$ cat src/rtl/insight_core_event_monitor.sv
// insight_core_event_monitor: per-hart event counters (commits, exceptions,
// interrupts, optional mem-outstanding cycles), per-hart RUN/IDLE/HUNG/CEASED
// state tracking with a commit watchdog, and a single-port counter read.
// Optional feature: define INSIGHT_MON_OUTSTANDING_EN to build counter 3.
module insight_core_event_monitor #(
  parameter int NUM_HARTS  = 2,
  parameter int CNT_W      = 32,
  parameter int WDOG_LIMIT = 1024,
  localparam int HART_W    = (NUM_HARTS > 1) ? $clog2(NUM_HARTS) : 1
) (
  input  logic                   clock,
  input  logic                   reset,
  input  logic [NUM_HARTS-1:0]   commit,
  input  logic [NUM_HARTS-1:0]   exception,
  input  logic [NUM_HARTS-1:0]   interrupt_fire,
  input  logic [NUM_HARTS-1:0]   wfi,
  input  logic [NUM_HARTS-1:0]   cease,
  input  logic [NUM_HARTS-1:0]   load_outstanding,
  input  logic [NUM_HARTS-1:0]   store_outstanding,
  input  logic                   clr,
  input  logic                   rd_req,
  input  logic [HART_W-1:0]      rd_hart,
  input  logic [1:0]             rd_sel,
  output logic                   rd_valid,
  output logic [CNT_W-1:0]       rd_data,
  output logic [2*NUM_HARTS-1:0] hart_state,
  output logic [NUM_HARTS-1:0]   hung
);

  localparam int WD_W = $clog2(WDOG_LIMIT + 1);

  typedef enum logic [1:0] {
    RUN    = 2'd0,
    IDLE   = 2'd1,
    HUNG   = 2'd2,
    CEASED = 2'd3
  } hart_state_e;

  hart_state_e      state_q   [NUM_HARTS];
  hart_state_e      state_d   [NUM_HARTS];
  logic [WD_W-1:0]  wdog_q    [NUM_HARTS];
  logic [WD_W-1:0]  wdog_d    [NUM_HARTS];
  logic [CNT_W-1:0] cnt_commit[NUM_HARTS];
  logic [CNT_W-1:0] cnt_exc   [NUM_HARTS];
  logic [CNT_W-1:0] cnt_irq   [NUM_HARTS];
  logic [CNT_W-1:0] rd_mux;

`ifdef INSIGHT_MON_OUTSTANDING_EN
  logic [CNT_W-1:0] cnt_mem   [NUM_HARTS];

  // Count cycles with any load or store in flight, saturating
  always_ff @(posedge clock) begin
    for (int unsigned h = 0; h < NUM_HARTS; h++) begin
      if (reset || clr) begin
        cnt_mem[h] <= '0;
      end else if ((load_outstanding[h] || store_outstanding[h]) && cnt_mem[h] != '1) begin
        cnt_mem[h] <= cnt_mem[h] + 1'b1;
      end
    end
  end
`else
  logic unused_mem_inputs;
  assign unused_mem_inputs = ^{load_outstanding, store_outstanding};
`endif

  // Per-hart next state and watchdog; the watchdog only advances while the
  // hart stays in RUN without committing, so any exit from RUN clears it
  always_comb begin
    for (int unsigned h = 0; h < NUM_HARTS; h++) begin
      state_d[h] = state_q[h];
      wdog_d[h]  = '0;
      if (cease[h]) begin
        state_d[h] = CEASED;
      end else begin
        case (state_q[h])
          RUN: begin
            if (wfi[h] && !commit[h])
              state_d[h] = IDLE;
            else if (!commit[h] && wdog_q[h] == WD_W'(WDOG_LIMIT - 1))
              state_d[h] = HUNG;
          end
          IDLE: begin
            if (interrupt_fire[h] || !wfi[h])
              state_d[h] = RUN;
          end
          HUNG: begin
            if (commit[h])
              state_d[h] = RUN;
            else if (wfi[h])
              state_d[h] = IDLE;
          end
          default: state_d[h] = CEASED;
        endcase
      end
      if (!clr && !commit[h] && state_q[h] == RUN && state_d[h] == RUN)
        wdog_d[h] = wdog_q[h] + 1'b1;
    end
  end

  // State and watchdog registers
  always_ff @(posedge clock) begin
    for (int unsigned h = 0; h < NUM_HARTS; h++) begin
      if (reset) begin
        state_q[h] <= RUN;
        wdog_q[h]  <= '0;
      end else begin
        state_q[h] <= state_d[h];
        wdog_q[h]  <= wdog_d[h];
      end
    end
  end

  // Saturating event counters; clr wins over same-cycle events
  always_ff @(posedge clock) begin
    for (int unsigned h = 0; h < NUM_HARTS; h++) begin
      if (reset || clr) begin
        cnt_commit[h] <= '0;
        cnt_exc[h]    <= '0;
        cnt_irq[h]    <= '0;
      end else begin
        if (commit[h] && cnt_commit[h] != '1)
          cnt_commit[h] <= cnt_commit[h] + 1'b1;
        if (exception[h] && cnt_exc[h] != '1)
          cnt_exc[h] <= cnt_exc[h] + 1'b1;
        if (interrupt_fire[h] && cnt_irq[h] != '1)
          cnt_irq[h] <= cnt_irq[h] + 1'b1;
      end
    end
  end

  // Read select; out-of-range hart indices match nothing and return zero
  always_comb begin
    rd_mux = '0;
    for (int unsigned h = 0; h < NUM_HARTS; h++) begin
      if (rd_hart == HART_W'(h)) begin
        case (rd_sel)
          2'd0:    rd_mux = cnt_commit[h];
          2'd1:    rd_mux = cnt_exc[h];
          2'd2:    rd_mux = cnt_irq[h];
`ifdef INSIGHT_MON_OUTSTANDING_EN
          default: rd_mux = cnt_mem[h];
`else
          default: rd_mux = '0;
`endif
        endcase
      end
    end
  end

  // Read response register; data holds between reads
  always_ff @(posedge clock) begin
    if (reset) begin
      rd_valid <= 1'b0;
      rd_data  <= '0;
    end else begin
      rd_valid <= rd_req;
      if (rd_req)
        rd_data <= rd_mux;
    end
  end

  // Pack registered per-hart state onto the outputs
  always_comb begin
    for (int unsigned h = 0; h < NUM_HARTS; h++) begin
      hart_state[2*h +: 2] = state_q[h];
      hung[h]              = (state_q[h] == HUNG);
    end
  end

endmodule

$ cat config.mk
export PLATFORM = sky130hd
export DESIGN_NAME = insight_core_event_monitor
export DESIGN_NICKNAME = d
export VERILOG_FILES = /design/src/rtl/insight_core_event_monitor.sv
export SDC_FILE = /design/constraint.sdc
export NUM_CORES = 1
export LEC_CHECK = 0
export CAP_MARGIN = 20
export CORE_MARGIN = 8
export CORE_UTILIZATION = 57
export CTS_BUF_LIST = sky130_fd_sc_hd__clkbuf_8
export CTS_CLUSTER_SIZE = 30
export DETAILED_ROUTE_END_ITERATION = 10
export MAX_ROUTING_LAYER = met4
export PLACE_DENSITY = 0.79
export SETUP_SLACK_MARGIN = 0.5
export SLEW_MARGIN = 40
export SYNTH_ARGS = -nofsm -noshare
export SYNTH_HDL_FRONTEND = slang
export SYNTH_SLANG_ARGS = --single-unit
export TNS_END_PERCENT = 100
$ cat constraint.sdc
create_clock -name clock -period 2.7 [get_ports clock]
set_clock_uncertainty 0.2 [all_clocks]
set_input_delay 0.27 -clock clock [delete_from_list [all_inputs] [get_ports clock]]
set_output_delay 0.27 -clock clock [all_outputs]
set_load 0.01 [all_outputs]
; ---- Word level (Yosys, flattened, before mapping)
; Memories as Yosys holds them, arrays and structs flattened.
; Cells that the tools add are included.
[classes]
n_lt_le_gt_ge = 0
n_reduce_logical = 29
shifts = 0
add_sub_neg = 8
bitwise_logic = 10
n_mul = 0
div_mod_pow = 0
n_eq_ne = 14
n_mux = 52
[ops]
columns = op, n
row1 = $mux W32, 7
row2 = $add A32 B1 Y32 const B, 6
row3 = $ne A32 B32 Y1 const B, 6
row4 = $pmux W32 S3, 2
row5 = $mux W11, 4
row6 = $mux W2, 14
row7 = $mux W1, 23
row8 = $add A11 B1 Y11 const B, 2
row9 = $eq A11 B10 Y1 const B, 2
row10 = $logic_and A1 B1 Y1, 16
row11 = $pmux W2 S3, 2
row12 = $logic_not A2 Y1, 5
row13 = $or A1 B1 Y1, 10
row14 = $eq A2 B1 Y1 const B, 3
row15 = $eq A2 B2 Y1 const B, 3
row16 = $logic_not A1 Y1, 5
row17 = $logic_or A1 B1 Y1, 3
[word_totals]
romBits = 0
input_bits = 21
mem_count = 5
word_cells = 120
ram_bits = 218
latch_bits = 0
register_bits = 33
[mem_list]
columns = memory, depth, word_bits, read_ports, rd_clocked_by_memory_dff, wr, line
row1 = cnt_commit, 2, 32, 2, 0, 2, 43  ; logic [CNT_W-1:0] cnt_commit[NUM_HARTS];
row2 = cnt_exc, 2, 32, 2, 0, 2, 44  ; logic [CNT_W-1:0] cnt_exc [NUM_HARTS];
row3 = cnt_irq, 2, 32, 2, 0, 2, 45  ; logic [CNT_W-1:0] cnt_irq [NUM_HARTS];
row4 = wdog_q, 2, 11, 2, 0, 2, 41  ; logic [WD_W-1:0] wdog_q [NUM_HARTS];
row5 = state_q, 2, 2, 2, 0, 2, 39  ; hart_state_e state_q [NUM_HARTS];

; ---- Logic depth before layout (Yosys ltp)
[logic_depth]
depth_word = 10
mapped_depth = 9
ltp_nobuf = 6

; ---- Worst setup path before layout
; OpenSTA, ideal clock, no wires.
[synth_path]
kind = flip-flop to flip-flop
startpoint = mem cnt_irq[0][14]
endpoint = mem cnt_irq[0][0] (enable)
path_slack_ns = -0.235
setup_time_ns = 0.396
path_stages_with_launch = 6
synth_period_minus_slack_ns = 2.935
arrival_ns = 2.339
path_cell_list = edfxtp_1 nand3_2 or4_1 buf_2 or4_4 a211o_1
[synth_lines]
columns = item, line
row1 = start: declaration, 45

==> insert_results.sql <==
INSERT INTO impl_metrics (metric_group, metric, value, unit) VALUES
('sta', 'rsz0062_at_grt', 'true', ''),
('sta', 'maxSlewViolCount', '0', ''),
('cells_and_area', 'layout-drive-gt1-share', '0.252', ''),
('place', 'replace_congestion', '1.02', ''),
('place', 'place.port_buffers', '55', ''),
('critical_path', 'cp-endpoint', 'cnt_irq[0][7]', ''),
('global_route', 'grt-ovfl-total', '0', ''),
('critical_path', 'crit_path_top_delay_cell', 'sky130_fd_sc_hd__or4_4', ''),
('sta', 'totalNegativeSetupSlack', '0', 'ns'),
('cells_and_area', 'filler_cell_count', '1397', ''),
('critical_path', 'slowest_cell_delay_on_critical_path', '0.62', 'ns'),
('clock_tree', 'cts.root.buffer_cell', 'sky130_fd_sc_hd__clkbuf_8', ''),
('synthesis', 'synth.distinct_cells', '55', ''),
('die', 'fp.dieH', '173', 'um'),
('critical_path', 'worstPathCellList', 'nand3_1 > or4_4 > or4_4 > a211o_2', ''),
('power_and_ir_drop', 'power_density', '485', 'nW/um^2'),
('die', 'die_width', '173', 'um'),
('synthesis', 'synth-edff-count', '192', ''),
('die', 'design.die.area', '30100', 'um^2'),
('synthesis', 'synth.net_count', '1485', ''),
('global_route', 'vias_in_the_first_global_route', '11737', ''),
('place', 'placed_insts', '1831', ''),
('die', 'coreArea', '24300', 'um^2'),
('global_route', 'grtUsageTotal', '0.267', ''),
('critical_path', 'critPathLaunchType', 'register', ''),
('detailed_routing', 'wire_per_inst', '24.1', 'um'),
('global_route', 'grt_antenna_before_repair', '4', ''),
('global_route', 'grt_first_pass_wirelength', '63400', 'um'),
('critical_path', 'timing.setup.critical_path_class', 'register to register', ''),
('critical_path', 'crit-reg2reg-launch', 'cnt_irq[0][13]', ''),
('synthesis', 'avgSynthCellArea', '9.69', 'um^2'),
('sta', 'timing.max_slew.rel_slack', '0.458', ''),
('critical_path', 'cp-startpoint', 'cnt_irq[0][13]', ''),
('clock_tree', 'clock_sinks', '251', ''),
('synthesis', 'synth_seq_cells', '251', ''),
('critical_path', 'worst_ep_required_time', '2.81', 'ns'),
('power_and_ir_drop', 'cellLeakagePower', '6.70', 'nW'),
('cells_and_area', 'final-instance-count-excl-fill', '2059', ''),
('run_status', 'status', 'finished, final reports clean', ''),
('cells_and_area', 'layout.cells.most_common_list', 'sky130_fd_sc_hd__nor2_1, sky130_fd_sc_hd__edfxtp_1, sky130_fd_sc_hd__buf_4', ''),
('place', 'hpwlAfterDp', '25900', 'um'),
('sta', 'final-hold-violation-count', '0', ''),
('cells_and_area', 'multi_input_comb_area', '8140', 'um^2'),
('cells_and_area', 'syn_to_final_growth', '32.8', '%'),
('sta', 'period_utilisation_layout', '0.955', ''),
('clock_tree', 'clk_pin_slew', '0.07', 'ns'),
('critical_path', 'rr_worst_depth', '4', ''),
('detailed_routing', 'route.vias.total', '13795', ''),
('power_and_ir_drop', 'peak_vdd_ir', '0.434', 'mV'),
('clock_tree', 'ctsHtreeMaxLevel', '2', ''),
('critical_path', 'crit_path_end_kind', 'register', ''),
('global_route', 'grt_max_degree', '66', ''),
('die', 'placement_rows', '57', ''),
('synthesis', 'syn-instance-count', '1456', ''),
('sta', 'final_setup_viols', '0', ''),
('die', 'initial_core_util', '0.580', ''),
('critical_path', 'ff2ff_setup_slack', '0.12', 'ns'),
('clock_tree', 'clk-insertion-delay-late', '0.59', 'ns'),
('hold_path', 'min-delay-path-class', 'input port to register', ''),
('critical_path', 'arrival_time_reported_for_the_critical_path_endpoint', '2.69', 'ns'),
('detailed_routing', 'first_pass_iters', '7', ''),
('cells_and_area', 'final_core_util', '0.771', ''),
('detailed_routing', 'detail_route.vias_per_cell', '6.70', ''),
('synthesis', 'warnings_from_yosys', '0', ''),
('clock_tree', 'cts_hold_buf', '0', ''),
('sta', 'highest_achievable_clock_rate', '0.388', 'GHz'),
('sta', 'tightestPinTransition', '0.813', 'ns'),
('flow_run', 'cap_viol_max_count', '0', ''),
('sta', 'layout_min_cycle_time', '2.58', 'ns'),
('cells_and_area', 'final_common_cell', 'sky130_fd_sc_hd__nor2_1', ''),
('detailed_routing', 'antenna_left', '0', '');
## synth_stat cells, drive strengths merged (2+ instances only)
cell | number | area (um^2)
nor2 | 269 | 1010
edfxtp | 192 | 5770
nand2 | 115 | 432
xor2 | 108 | 946
nand3 | 85 | 443
xnor2 | 75 | 657
mux2i | 65 | 651
nand4 | 65 | 413
dfxtp | 59 | 1180
o21ai | 45 | 225
a21oi | 42 | 210
clkbuf | 41 | 155
a32oi | 33 | 289
o211ai | 33 | 248
buf | 32 | 168
inv | 29 | 109
nor4 | 29 | 221
and3 | 27 | 169
nor3 | 23 | 125
and4 | 16 | 140
and2 | 12 | 75.1
or4 | 10 | 78.8
ha | 8 | 100
or3 | 8 | 50.1
nor2b | 7 | 43.8
or2 | 5 | 31.3
nand2b | 4 | 25.0
a211o | 2 | 17.5
a211oi | 2 | 15.0
o21a | 2 | 15.0
## per-stage QoR
stage | area [um^2] | setup slack (ns)
2_1_floorplan | 14300 | 0.0524
3_3_place_gp | 15500 | 0.112
3_5_place_dp | 15500 | 0.0790
4_1_cts | 17100 | 0.210
5_1_grt | 18700 | 0.0942
6_report | 18700 | 0.122
## kinds of logic after synthesis
logic type	Yosys count	share of synthesized area
flops	251	0.492
fa+ha+maj	8	0.00709
mux	65	0.0461
xor+xnor	183	0.114
buf+inv	103	0.0308
compound gates	166	0.0761
simple gates	680	0.234
## critical path: cells and delay by family (launching register included)
| kind | cells | cell delay [ns] |
|---|---|---|
| flip-flops | 1 | 0.40 |
| AO/OA/AOI/OAI | 1 | 0.46 |
| AND/OR/NAND/NOR | 3 | 1.23 |
## power breakdown
group | switching (mW) | internal (mW) | total (mW)
clock network | 1.67 | 1.87 | 3.54
logic | 0.640 | 0.422 | 1.06
registers | 0.196 | 4.31 | 4.50
total | 2.50 | 6.60 | 9.10
## how the worst min path moves through the flow
stage	startpoint	end	slack [ns]	cells after the start
floorplan	cease[0]	state_q[0][0]	0.20	2
global placement	wdog_q[0][0]	wdog_q[0][0]	0.24	1
detailed placement	wdog_q[0][0]	wdog_q[0][0]	0.24	1
CTS	reset	rd_data[22]	0.11	3
global route	reset	rd_data[15]	0.14	3
finish	rd_hart	rd_data[6]	0.13	4
## cell type report
class,count,share of cell area
multi-input cells,1117,0.434
flip-flops and latches,251,0.371
repair buffers,253,0.122
clock buffers,46,0.0338
well taps,324,0.0216
clock inverters,34,0.0118
inverters,30,0.00601
diodes,4,0.000534
## sequential cells by signal, indices dropped and copies added, names as in the netlist
register / flops
cnt_exc: 64
cnt_irq: 64
cnt_commit: 64
rd_data: 32
rd_valid: 1
state_q: 4
wdog_q: 22
## per-layer routing
metal,track usage,up-vias,part of all wire
li1,-,5793,-
met1,0.343,6473,0.35
met2,0.410,1224,0.46
met3,0.0518,305,0.13
met4,0.108,0,0.064
met5,-,-,0
## timing repair
item / in CTS / in global routing
pin swaps: 30 / 102
gates resized for setup: 48 / 201
endpoints found under the setup margin: 386 / 360
gates cloned: 11 / 13
buffers inserted: 39 / 81
Power figures use the tool's default switching activity.
